<file path="src/rtl/vga_scanout_if.sv">
// ---------------------------------------------------------------------------
// vga_scanout_if
// Groups the scan-out client's non-clock signals into one bundle:
//   enable        - scan control from the system (1 = scan)
//   r_x_address   - framebuffer read column (client -> framebuffer)
//   r_y_address   - framebuffer read row    (client -> framebuffer)
//   rd_data       - framebuffer read byte, RGB332, one clock after address
//   vga_r/g/b     - 8-bit DAC channels
//   vga_hs/vs     - sync pins
//   vga_blank_n   - high during visible pixels
//   vga_sync_n    - tied low (no sync-on-green)
//   frame_start   - one-clock pulse with pixel (0,0) at the pins
// master: the scan-out block.  slave: its surroundings (framebuffer, DAC, host).
// ---------------------------------------------------------------------------
interface vga_scanout_if;
  logic       enable;
  logic [9:0] r_x_address;
  logic [9:0] r_y_address;
  logic [7:0] rd_data;
  logic [7:0] vga_r;
  logic [7:0] vga_g;
  logic [7:0] vga_b;
  logic       vga_hs;
  logic       vga_vs;
  logic       vga_blank_n;
  logic       vga_sync_n;
  logic       frame_start;

  modport master (
    input  enable,
    input  rd_data,
    output r_x_address,
    output r_y_address,
    output vga_r,
    output vga_g,
    output vga_b,
    output vga_hs,
    output vga_vs,
    output vga_blank_n,
    output vga_sync_n,
    output frame_start
  );

  modport slave (
    output enable,
    output rd_data,
    input  r_x_address,
    input  r_y_address,
    input  vga_r,
    input  vga_g,
    input  vga_b,
    input  vga_hs,
    input  vga_vs,
    input  vga_blank_n,
    input  vga_sync_n,
    input  frame_start
  );
endinterface

</file>
<file path="src/rtl/vga_scanout.sv">
// ---------------------------------------------------------------------------
// vga_scanout
// Read-side client of the 640x480 RGB332 framebuffer. Generates VGA timing,
// issues one read address per pixel clock and expands the returned byte to
// 8 bits per channel. Every pin output is two clocks behind the counters:
// one clock for the framebuffer's registered read, one for the output regs.
// Ports:
//   clk    - pixel clock, also the framebuffer read clock
//   rst_n  - asynchronous active-low reset
//   bus    - vga_scanout_if.master (framebuffer read port, DAC pins, control)
// ---------------------------------------------------------------------------
module vga_scanout #(
  parameter int unsigned H_ACTIVE = 640,
  parameter int unsigned H_FP     = 16,
  parameter int unsigned H_SYNC   = 96,
  parameter int unsigned H_BP     = 48,
  parameter int unsigned V_ACTIVE = 480,
  parameter int unsigned V_FP     = 10,
  parameter int unsigned V_SYNC   = 2,
  parameter int unsigned V_BP     = 33,
  parameter bit          SYNC_POL = 1'b0
) (
  input  logic           clk,
  input  logic           rst_n,
  vga_scanout_if.master  bus
);

  localparam int unsigned H_TOTAL = H_ACTIVE + H_FP + H_SYNC + H_BP;
  localparam int unsigned V_TOTAL = V_ACTIVE + V_FP + V_SYNC + V_BP;

  localparam logic [9:0] H_ACT_C  = 10'(H_ACTIVE);
  localparam logic [9:0] HS_BEG_C = 10'(H_ACTIVE + H_FP);
  localparam logic [9:0] HS_END_C = 10'(H_ACTIVE + H_FP + H_SYNC);
  localparam logic [9:0] H_LAST_C = 10'(H_TOTAL - 1);
  localparam logic [9:0] V_ACT_C  = 10'(V_ACTIVE);
  localparam logic [9:0] VS_BEG_C = 10'(V_ACTIVE + V_FP);
  localparam logic [9:0] VS_END_C = 10'(V_ACTIVE + V_FP + V_SYNC);
  localparam logic [9:0] V_LAST_C = 10'(V_TOTAL - 1);

  // Stage 0: raster counters
  logic [9:0] h_cnt_q, h_cnt_d;
  logic [9:0] v_cnt_q, v_cnt_d;

  // Stage 0 decode (combinational from the counters)
  logic active0, hs0, vs0, frame0;

  // Stage 1: timing flags aligned with rd_data
  logic active1_q, active1_d;
  logic hs1_q, hs1_d;
  logic vs1_q, vs1_d;
  logic frame1_q, frame1_d;

  // Stage 2: pin registers
  logic [7:0] vga_r_q, vga_r_d;
  logic [7:0] vga_g_q, vga_g_d;
  logic [7:0] vga_b_q, vga_b_d;
  logic       hs_pin_q, hs_pin_d;
  logic       vs_pin_q, vs_pin_d;
  logic       blank_n_q, blank_n_d;
  logic       frame_start_q, frame_start_d;

  // Blue has only two source bits; repeat them across the byte.
  logic [7:0] b_expand;
  for (genvar gi = 0; gi < 4; gi++) begin : g_b_rep
    assign b_expand[2*gi +: 2] = bus.rd_data[1:0];
  end

  // Counters: disabled means parked at the frame origin, so the first
  // enabled cycle is always (0,0).
  always_comb begin
    h_cnt_d = h_cnt_q;
    v_cnt_d = v_cnt_q;
    if (!bus.enable) begin
      h_cnt_d = '0;
      v_cnt_d = '0;
    end else if (h_cnt_q == H_LAST_C) begin
      h_cnt_d = '0;
      v_cnt_d = (v_cnt_q == V_LAST_C) ? '0 : v_cnt_q + 10'd1;
    end else begin
      h_cnt_d = h_cnt_q + 10'd1;
    end
  end

  // Decode is gated by enable so that dropping enable blanks the pipe
  // in the same cycle, even though the counters only clear on the next edge.
  always_comb begin
    active0 = bus.enable && (h_cnt_q < H_ACT_C) && (v_cnt_q < V_ACT_C);
    hs0     = bus.enable && (h_cnt_q >= HS_BEG_C) && (h_cnt_q < HS_END_C);
    vs0     = bus.enable && (v_cnt_q >= VS_BEG_C) && (v_cnt_q < VS_END_C);
    frame0  = bus.enable && (h_cnt_q == 10'd0) && (v_cnt_q == 10'd0);
  end

  // Addresses go straight out of stage 0; the framebuffer adds the one
  // clock that stage 1 compensates for.
  assign bus.r_x_address = active0 ? h_cnt_q : '0;
  assign bus.r_y_address = active0 ? v_cnt_q : '0;

  always_comb begin
    active1_d = active0;
    hs1_d     = hs0;
    vs1_d     = vs0;
    frame1_d  = frame0;

    // RGB332 -> 888 by bit replication so full-scale maps to 0xFF.
    if (active1_q) begin
      vga_r_d = {bus.rd_data[7:5], bus.rd_data[7:5], bus.rd_data[7:6]};
      vga_g_d = {bus.rd_data[4:2], bus.rd_data[4:2], bus.rd_data[4:3]};
      vga_b_d = b_expand;
    end else begin
      vga_r_d = '0;
      vga_g_d = '0;
      vga_b_d = '0;
    end

    blank_n_d     = active1_q;
    hs_pin_d      = hs1_q ? SYNC_POL : ~SYNC_POL;
    vs_pin_d      = vs1_q ? SYNC_POL : ~SYNC_POL;
    frame_start_d = frame1_q;
  end

  always_ff @(posedge clk or negedge rst_n) begin
    if (!rst_n) begin
      h_cnt_q       <= '0;
      v_cnt_q       <= '0;
      active1_q     <= 1'b0;
      hs1_q         <= 1'b0;
      vs1_q         <= 1'b0;
      frame1_q      <= 1'b0;
      vga_r_q       <= '0;
      vga_g_q       <= '0;
      vga_b_q       <= '0;
      hs_pin_q      <= ~SYNC_POL;
      vs_pin_q      <= ~SYNC_POL;
      blank_n_q     <= 1'b0;
      frame_start_q <= 1'b0;
    end else begin
      h_cnt_q       <= h_cnt_d;
      v_cnt_q       <= v_cnt_d;
      active1_q     <= active1_d;
      hs1_q         <= hs1_d;
      vs1_q         <= vs1_d;
      frame1_q      <= frame1_d;
      vga_r_q       <= vga_r_d;
      vga_g_q       <= vga_g_d;
      vga_b_q       <= vga_b_d;
      hs_pin_q      <= hs_pin_d;
      vs_pin_q      <= vs_pin_d;
      blank_n_q     <= blank_n_d;
      frame_start_q <= frame_start_d;
    end
  end

  assign bus.vga_r       = vga_r_q;
  assign bus.vga_g       = vga_g_q;
  assign bus.vga_b       = vga_b_q;
  assign bus.vga_hs      = hs_pin_q;
  assign bus.vga_vs      = vs_pin_q;
  assign bus.vga_blank_n = blank_n_q;
  assign bus.vga_sync_n  = 1'b0;
  assign bus.frame_start = frame_start_q;

endmodule

</file>
<file path="src/flat_wrapper.sv">
// flat-port wrapper written by rule: the top's interface ports become plain ports
module vga_scanout_flat 
#(
  parameter int unsigned H_ACTIVE = 640,
  parameter int unsigned H_FP     = 16,
  parameter int unsigned H_SYNC   = 96,
  parameter int unsigned H_BP     = 48,
  parameter int unsigned V_ACTIVE = 480,
  parameter int unsigned V_FP     = 10,
  parameter int unsigned V_SYNC   = 2,
  parameter int unsigned V_BP     = 33,
  parameter bit          SYNC_POL = 1'b0
)
  (clk, rst_n, bus_enable, bus_rd_data, bus_r_x_address, bus_r_y_address, bus_vga_r, bus_vga_g, bus_vga_b, bus_vga_hs, bus_vga_vs, bus_vga_blank_n, bus_vga_sync_n, bus_frame_start);
  vga_scanout_if bus_i ();
  input  logic clk;
  input  logic rst_n;
  input wire logic [$bits(bus_i.enable)-1:0] bus_enable;
  input wire logic [$bits(bus_i.rd_data)-1:0] bus_rd_data;
  output wire logic [$bits(bus_i.r_x_address)-1:0] bus_r_x_address;
  output wire logic [$bits(bus_i.r_y_address)-1:0] bus_r_y_address;
  output wire logic [$bits(bus_i.vga_r)-1:0] bus_vga_r;
  output wire logic [$bits(bus_i.vga_g)-1:0] bus_vga_g;
  output wire logic [$bits(bus_i.vga_b)-1:0] bus_vga_b;
  output wire logic [$bits(bus_i.vga_hs)-1:0] bus_vga_hs;
  output wire logic [$bits(bus_i.vga_vs)-1:0] bus_vga_vs;
  output wire logic [$bits(bus_i.vga_blank_n)-1:0] bus_vga_blank_n;
  output wire logic [$bits(bus_i.vga_sync_n)-1:0] bus_vga_sync_n;
  output wire logic [$bits(bus_i.frame_start)-1:0] bus_frame_start;
  assign bus_i.enable = bus_enable;
  assign bus_i.rd_data = bus_rd_data;
  assign bus_r_x_address = bus_i.r_x_address;
  assign bus_r_y_address = bus_i.r_y_address;
  assign bus_vga_r = bus_i.vga_r;
  assign bus_vga_g = bus_i.vga_g;
  assign bus_vga_b = bus_i.vga_b;
  assign bus_vga_hs = bus_i.vga_hs;
  assign bus_vga_vs = bus_i.vga_vs;
  assign bus_vga_blank_n = bus_i.vga_blank_n;
  assign bus_vga_sync_n = bus_i.vga_sync_n;
  assign bus_frame_start = bus_i.frame_start;
  vga_scanout #(.H_ACTIVE(H_ACTIVE), .H_FP(H_FP), .H_SYNC(H_SYNC), .H_BP(H_BP), .V_ACTIVE(V_ACTIVE), .V_FP(V_FP), .V_SYNC(V_SYNC), .V_BP(V_BP), .SYNC_POL(SYNC_POL)) u_core (.clk(clk), .rst_n(rst_n), .bus(bus_i));
endmodule
</file>
<file path="config.mk">
export PLATFORM = sky130hd
export DESIGN_NAME = vga_scanout_flat
export DESIGN_NICKNAME = d
export VERILOG_FILES = /design/src/rtl/vga_scanout_if.sv /design/src/rtl/vga_scanout.sv /design/src/flat_wrapper.sv
export SDC_FILE = /design/constraint.sdc
export NUM_CORES = 1
export LEC_CHECK = 0
export BUFFER_PORTS_ARGS = -buffer_cell sky130_fd_sc_hd__buf_2
export CAP_MARGIN = 10
export CORE_MARGIN = 4
export CORE_UTILIZATION = 30
export CTS_CLUSTER_DIAMETER = 40
export DETAILED_ROUTE_END_ITERATION = 8
export GPL_ROUTABILITY_DRIVEN = 0
export SYNTH_ARGS = -nofsm -noshare
export SYNTH_HDL_FRONTEND = slang
export SYNTH_SLANG_ARGS = --single-unit
</file>
<file path="constraint.sdc">
create_clock -name clk -period 4.3 [get_ports clk]
set_clock_uncertainty 0.15 [all_clocks]
set_input_delay 0.86 -clock clk [delete_from_list [all_inputs] [get_ports clk]]
set_output_delay 0.86 -clock clk [all_outputs]
set_load 0.005 [all_outputs]
</file>
[Word level (Yosys, flattened, before mapping)]
Cells that the tools add are included.
Storage, ports and cells
  register bits after elaboration: 52
  input port bits: 11
Cells by class
  $add $sub $neg: 2
  magnitude comparators: 6
  equality and inequality tests: 3
  mux-type cells: 12
  reduce and logical (&&, ||, !) cells: 10
Operators with widths (number)
  10-bit 2-to-1 mux: 7
  8-bit 2-to-1 mux: 3
  10-bit by 1-bit adder with 10-bit output (second input constant): 2
  10-bit == test (second input constant): 2
  10-bit zero test: 2
  10-bit less-than comparator (second input constant): 2
  10-bit by 9-bit less-than comparator with 1-bit output (second input constant): 2
  10-bit greater-or-equal comparator (second input constant): 1
  10-bit by 9-bit greater-or-equal comparator with 1-bit output (second input constant): 1
  1-bit logical AND: 8
  1-bit 2-to-1 mux: 2
  2-bit by 1-bit inequality test with 1-bit output (second input constant): 1

[Depth between registers and ports, before layout]
  word-level depth: 4
  depth in mapped cells: 7
  mapped depth without buffers: 6

[Worst setup path before layout]
OpenSTA, ideal clock, no wires.
  path type: input -> output
  from: in bus_enable
  to: out bus_r_x_address[7]
  arrival time: 1.556 ns
  setup slack: 1.734 ns
  stages on the path: 4
  path buffers: 1
  cell sequence: inv_1 > nor3_1 > buf_2 > and2_2
On the way
  word-level cells in the longest chain between the ends: 3
Ends and longest elaborated chain
  from (decl): RTL line flat_wrapper.sv:18  | input wire logic [$bits(bus_i.enable)-1:0] bus_enable;
  1-bit logical AND (2 in a row): RTL line vga_scanout.sv:87  | active0 = bus.enable && (h_cnt_q < H_ACT_C) && (v_cnt_q < V_ACT_C);
  via u_core.active0: RTL line vga_scanout.sv:45  | logic active0, hs0, vs0, frame0;
  10-bit 2-to-1 mux: RTL line vga_scanout.sv:95  | assign bus.r_x_address = active0 ? h_cnt_q : '0;
  to (decl): RTL line flat_wrapper.sv:20  | output wire logic [$bits(bus_i.r_x_address)-1:0] bus_r_x_address;
The timed path passes the listed nets, and every way through them passes these cells.

[Final worst setup path]
  from: in bus_enable
  to: out bus_r_y_address[4]
On the way
  word-level cells in the longest chain between the ends: 3
Ends and longest elaborated chain
  1-bit logical AND (2 in a row): RTL line vga_scanout.sv:87
  10-bit 2-to-1 mux: RTL line vga_scanout.sv:96  | assign bus.r_y_address = active0 ? v_cnt_q : '0;
  to (decl): RTL line flat_wrapper.sv:21  | output wire logic [$bits(bus_i.r_y_address)-1:0] bus_r_y_address;
Every way passes these cells.

==> results by group <==
Status
  – Outcome: finished, final reports clean

Timing
  – Setup TNS: 0 ps
  – RSZ-0062 raised after global routing: false
  – Relative slew slack: 47.48%
  – Period utilization: 73.85%
  – Hold slack final: 201.6 ps
  – Fmax: 314.9 MHz
  – Pins Over Slew Limit: 0
  – Final Setup Violations: 0
  – Worst slew pin tran: 787.8 ps
  – Final hold vios: 0
  – Final Critical Period: 3176 ps

Worst setup path
  – WP data arrival: 2170 ps
  – Largest fanout on the critical path: 12
  – Worst reg2reg path depth: 6
  – Critical Path End Type: output pin
  – Crit path launch: bus_enable
  – Reg2reg setup slack: 2140 ps
  – Critical Path RT: 3290 ps
  – Crit path kind: input port to output pin
  – Worst setup SP type: input port
  – R2r startpoint: u_core.v_cnt_q[1]$_DFFE_PN0P_
  – Worst setup path end: bus_r_y_address[4]
  – R2r endpoint: u_core.v_cnt_q[7]$_DFFE_PN0P_

Pwr
  – Maximum vdd drop: 0.0001479 V
  – Switching power share of the total: 22.62%
  – Sequential Power Share: 50.7%
  – Internal power: 551.8 uW
  – Static leakage: 1.137 nW
  – Clock share of power: 40.7%
  – Pwr/cell area: 320.0 nW/um^2
  – P_sw: 161.3 uW
  – Gate power share: 8.6%

GRT
  – First-pass GRT wire length: 6.693 mm
  – Global route overflow: 0
  – Vias in the first global route: 1362
  – Largest net degree at the start of global routing: 37
  – Initial antenna violation count: 0
  – Global-route usage over all layers: 10.96%

Route
  – Avg WL per Cell: 13.64 um
  – # DRC: 0
  – DRT iter0 DRCs: 97
  – Routed wire length: 4.120 mm
  – Vias: 1454
  – Drt pass-1 iters: 4
  – Vias/cell: 4.815
  – Final ANT Viol Nets: 0

Clock network
  – Post-CTS sizing: 0
  – Hold_buf cts: 0
  – CTS tree: done
  – Max Buffers Root-to-Sink: 2
  – Clock slew at reported path FFs: 70 ps
  – CTS H-Tree Depth: 2
  – Skew-Pair Late Insertion Delay: 280 ps
  – TritonCTS Buffers: 5
  – # clock sinks: 36
  – CTS root buf: clkbuf_8
  – Post-CTS setup buffers: 0

Logic synthesis
  – Netlist cell types: 42
  – Yosys reg bits: 36
  – Seq/Total Area, Yosys: 47.19%
  – Post-synthesis cell area: 1914 um^2
  – Synth top area share: 44.44%
  – Post-Syn Area per Cell: 10.29 um^2
  – Synth warn: 0
  – Most frequent cell after synthesis: dfrtp_1
  – Most instantiated cells after synthesis: 34 x dfrtp_1, 22 x and2_1, 20 x buf_4, 12 x nor2_1, 9 x nor4_1
  – Post-synth EDFFs: 0
  – Async S/R FF share, synth: 100.0%
  – Post-synth top area cell: dfrtp_1
  – Top post-synthesis cells by area: dfrtp_1 44%, buf_4 7.8%, and2_1 7.2%
  – Cells after Synth: 186
  – Post-synth top flop: dfrtp_1

Placement
  – DP HPWL: 3.058 mm
  – Port Buffer Count: 57

Final layout
  – Area growth syn-to-layout: 16.41%
  – Final #Nets: 241
  – N_diodes: 0
  – Ratio of cells with drive above 1 in the final layout: 33.92%
  – Fill cells: 625

Run
  – Max cap viols: 0

Worst hold path
  – Hold WC Path Type: flop to flop
  – Worst Hold Path Cells: 1

Die
  – Die Wd: 87.88 um
  – IO Count: 60
  – Row count: 28
  – Core ar.: 6061 um^2
  – Die H: 87.88 um
  – Starting Density: 31.59%
  – Die Area: 7723 um^2
[per-layer routing]
| layer | up-vias | routed length [um] | track usage, % |
|---|---|---|---|
| li1 | 699 | - | - |
| met1 | 689 | 1845 | 14.72 |
| met2 | 60 | 1821 | 17.12 |
| met3 | 6 | 399 | 3.575 |
| met4 | 0 | 53 | 2.650 |
| met5 | - | 0 | 0 |
[flip-flops by register name, summed over array words and instances, names as in the netlist]
| signal | flops |
|---|---|
| u_core.hs1_q | 1 |
| u_core.bus.vga_hs | 1 |
| u_core.bus.vga_r | 3 |
| u_core.vs1_q | 1 |
| u_core.v_cnt_q | 10 |
| u_core.bus.vga_b | 2 |
| u_core.bus.vga_g | 3 |
| u_core.h_cnt_q | 10 |
| u_core.bus.vga_vs | 1 |
| u_core.active1_q | 1 |
| u_core.frame1_q | 1 |
| u_core.bus.frame_start | 1 |
| u_core.bus.vga_blank_n | 1 |
[metrics by stage]
| stage | cells | power, mW | util [%] | instance area (um^2) | setup WS [ps] |
|---|---|---|---|---|---|
| 2_1_floorplan | 187 | 0.4102 | - | 1918 | 1734 |
| 3_5_place_dp | 294 | 0.4316 | 34.99 | 2121 | 1133 |
| 5_1_grt | 302 | 0.7489 | 36.77 | 2228 | 947.4 |
| 6_report | 302 | 0.7131 | 36.77 | 2228 | 1124 |
| 3_3_place_gp | 294 | 0.4307 | 34.99 | 2121 | 1221 |
| 4_1_cts | 302 | 0.7216 | 36.77 | 2228 | 1130 |
[worst min path at each step]
stage,startpoint,end,slack (ps)
3_3_place_gp,u_core.frame1_q$_DFF_PN0_,u_core.bus.frame_start$_DFF_PN0_,190
6_report,u_core.hs1_q$_DFF_PN0_,u_core.bus.vga_hs$_DFF_PN1_,200
2_1_floorplan,u_core.frame1_q$_DFF_PN0_,u_core.bus.frame_start$_DFF_PN0_,180
5_1_grt,u_core.frame1_q$_DFF_PN0_,u_core.bus.frame_start$_DFF_PN0_,210
4_1_cts,u_core.hs1_q$_DFF_PN0_,u_core.bus.vga_hs$_DFF_PN1_,200
3_5_place_dp,u_core.frame1_q$_DFF_PN0_,u_core.bus.frame_start$_DFF_PN0_,190
[power groups by stage]
stage	registers [mW]	logic [mW]	clock network [mW]
detailed placement	0.369	0.0629	0
global route	0.364	0.0699	0.315
global placement	0.368	0.0627	0
floorplan	0.366	0.0438	0
finish	0.362	0.0614	0.290
CTS	0.362	0.0631	0.297
[logic make-up (layout without fill, tap and decap cells)]
family          after synthesis  count (layout)  synth area share, %
buf+inv                      34              74                11.18
flops                        36              36                47.19
fa+ha+maj                     4               4                2.614
simple gates                 83              83                26.73
mux                           1               1               0.5229
other cells                   1               2               0.1959
compound gates               18              18                7.451
xor+xnor                      9               9                4.118
[critical path: stages]
cell and delay, ps:
buf_2 150, inv_1 190, nor3_1 470, buf_4 250
and2_1 140, buf_2 110
[cells in the final DEF, fill, tap and decap left out, types with 2 or more instances in the layout]
master | Yosys | routed
nor4b_1 | 2 | 2
o211ai_1 | 2 | 2
nand2_1 | 8 | 8
ha_1 | 4 | 4
o21ai_0 | 4 | 4
and4_1 | 2 | 2
o31ai_1 | 2 | 2
and2_2 | 2 | 2
dfrtp_1 | 34 | 34
buf_2 | 3 | 57
nor2_1 | 12 | 12
and3_1 | 4 | 4
xnor2_1 | 3 | 3
conb_1 | 1 | 2
a22o_1 | 4 | 4
nor3_1 | 5 | 5
nand3_1 | 4 | 4
nand4_1 | 4 | 4
dfstp_2 | 2 | 2
and2_1 | 22 | 22
clkbuf_8 | 0 | 5
nor4_1 | 9 | 9
xor2_1 | 6 | 6
inv_1 | 8 | 8
[layout make-up]
cell class	count	area (um^2)	area share (%)
Multi-Input combinational cell	117	800.8	35.93
Timing Repair Buffer	58	292.8	13.14
Tap cell	75	93.84	4.211
Sequential cell	36	903.4	40.54
Clock buffer	6	72.57	3.257
Inverter	8	30.03	1.348
Clock inverter	2	35.03	1.572
No activity file was read; power rests on OpenSTA's default activity.
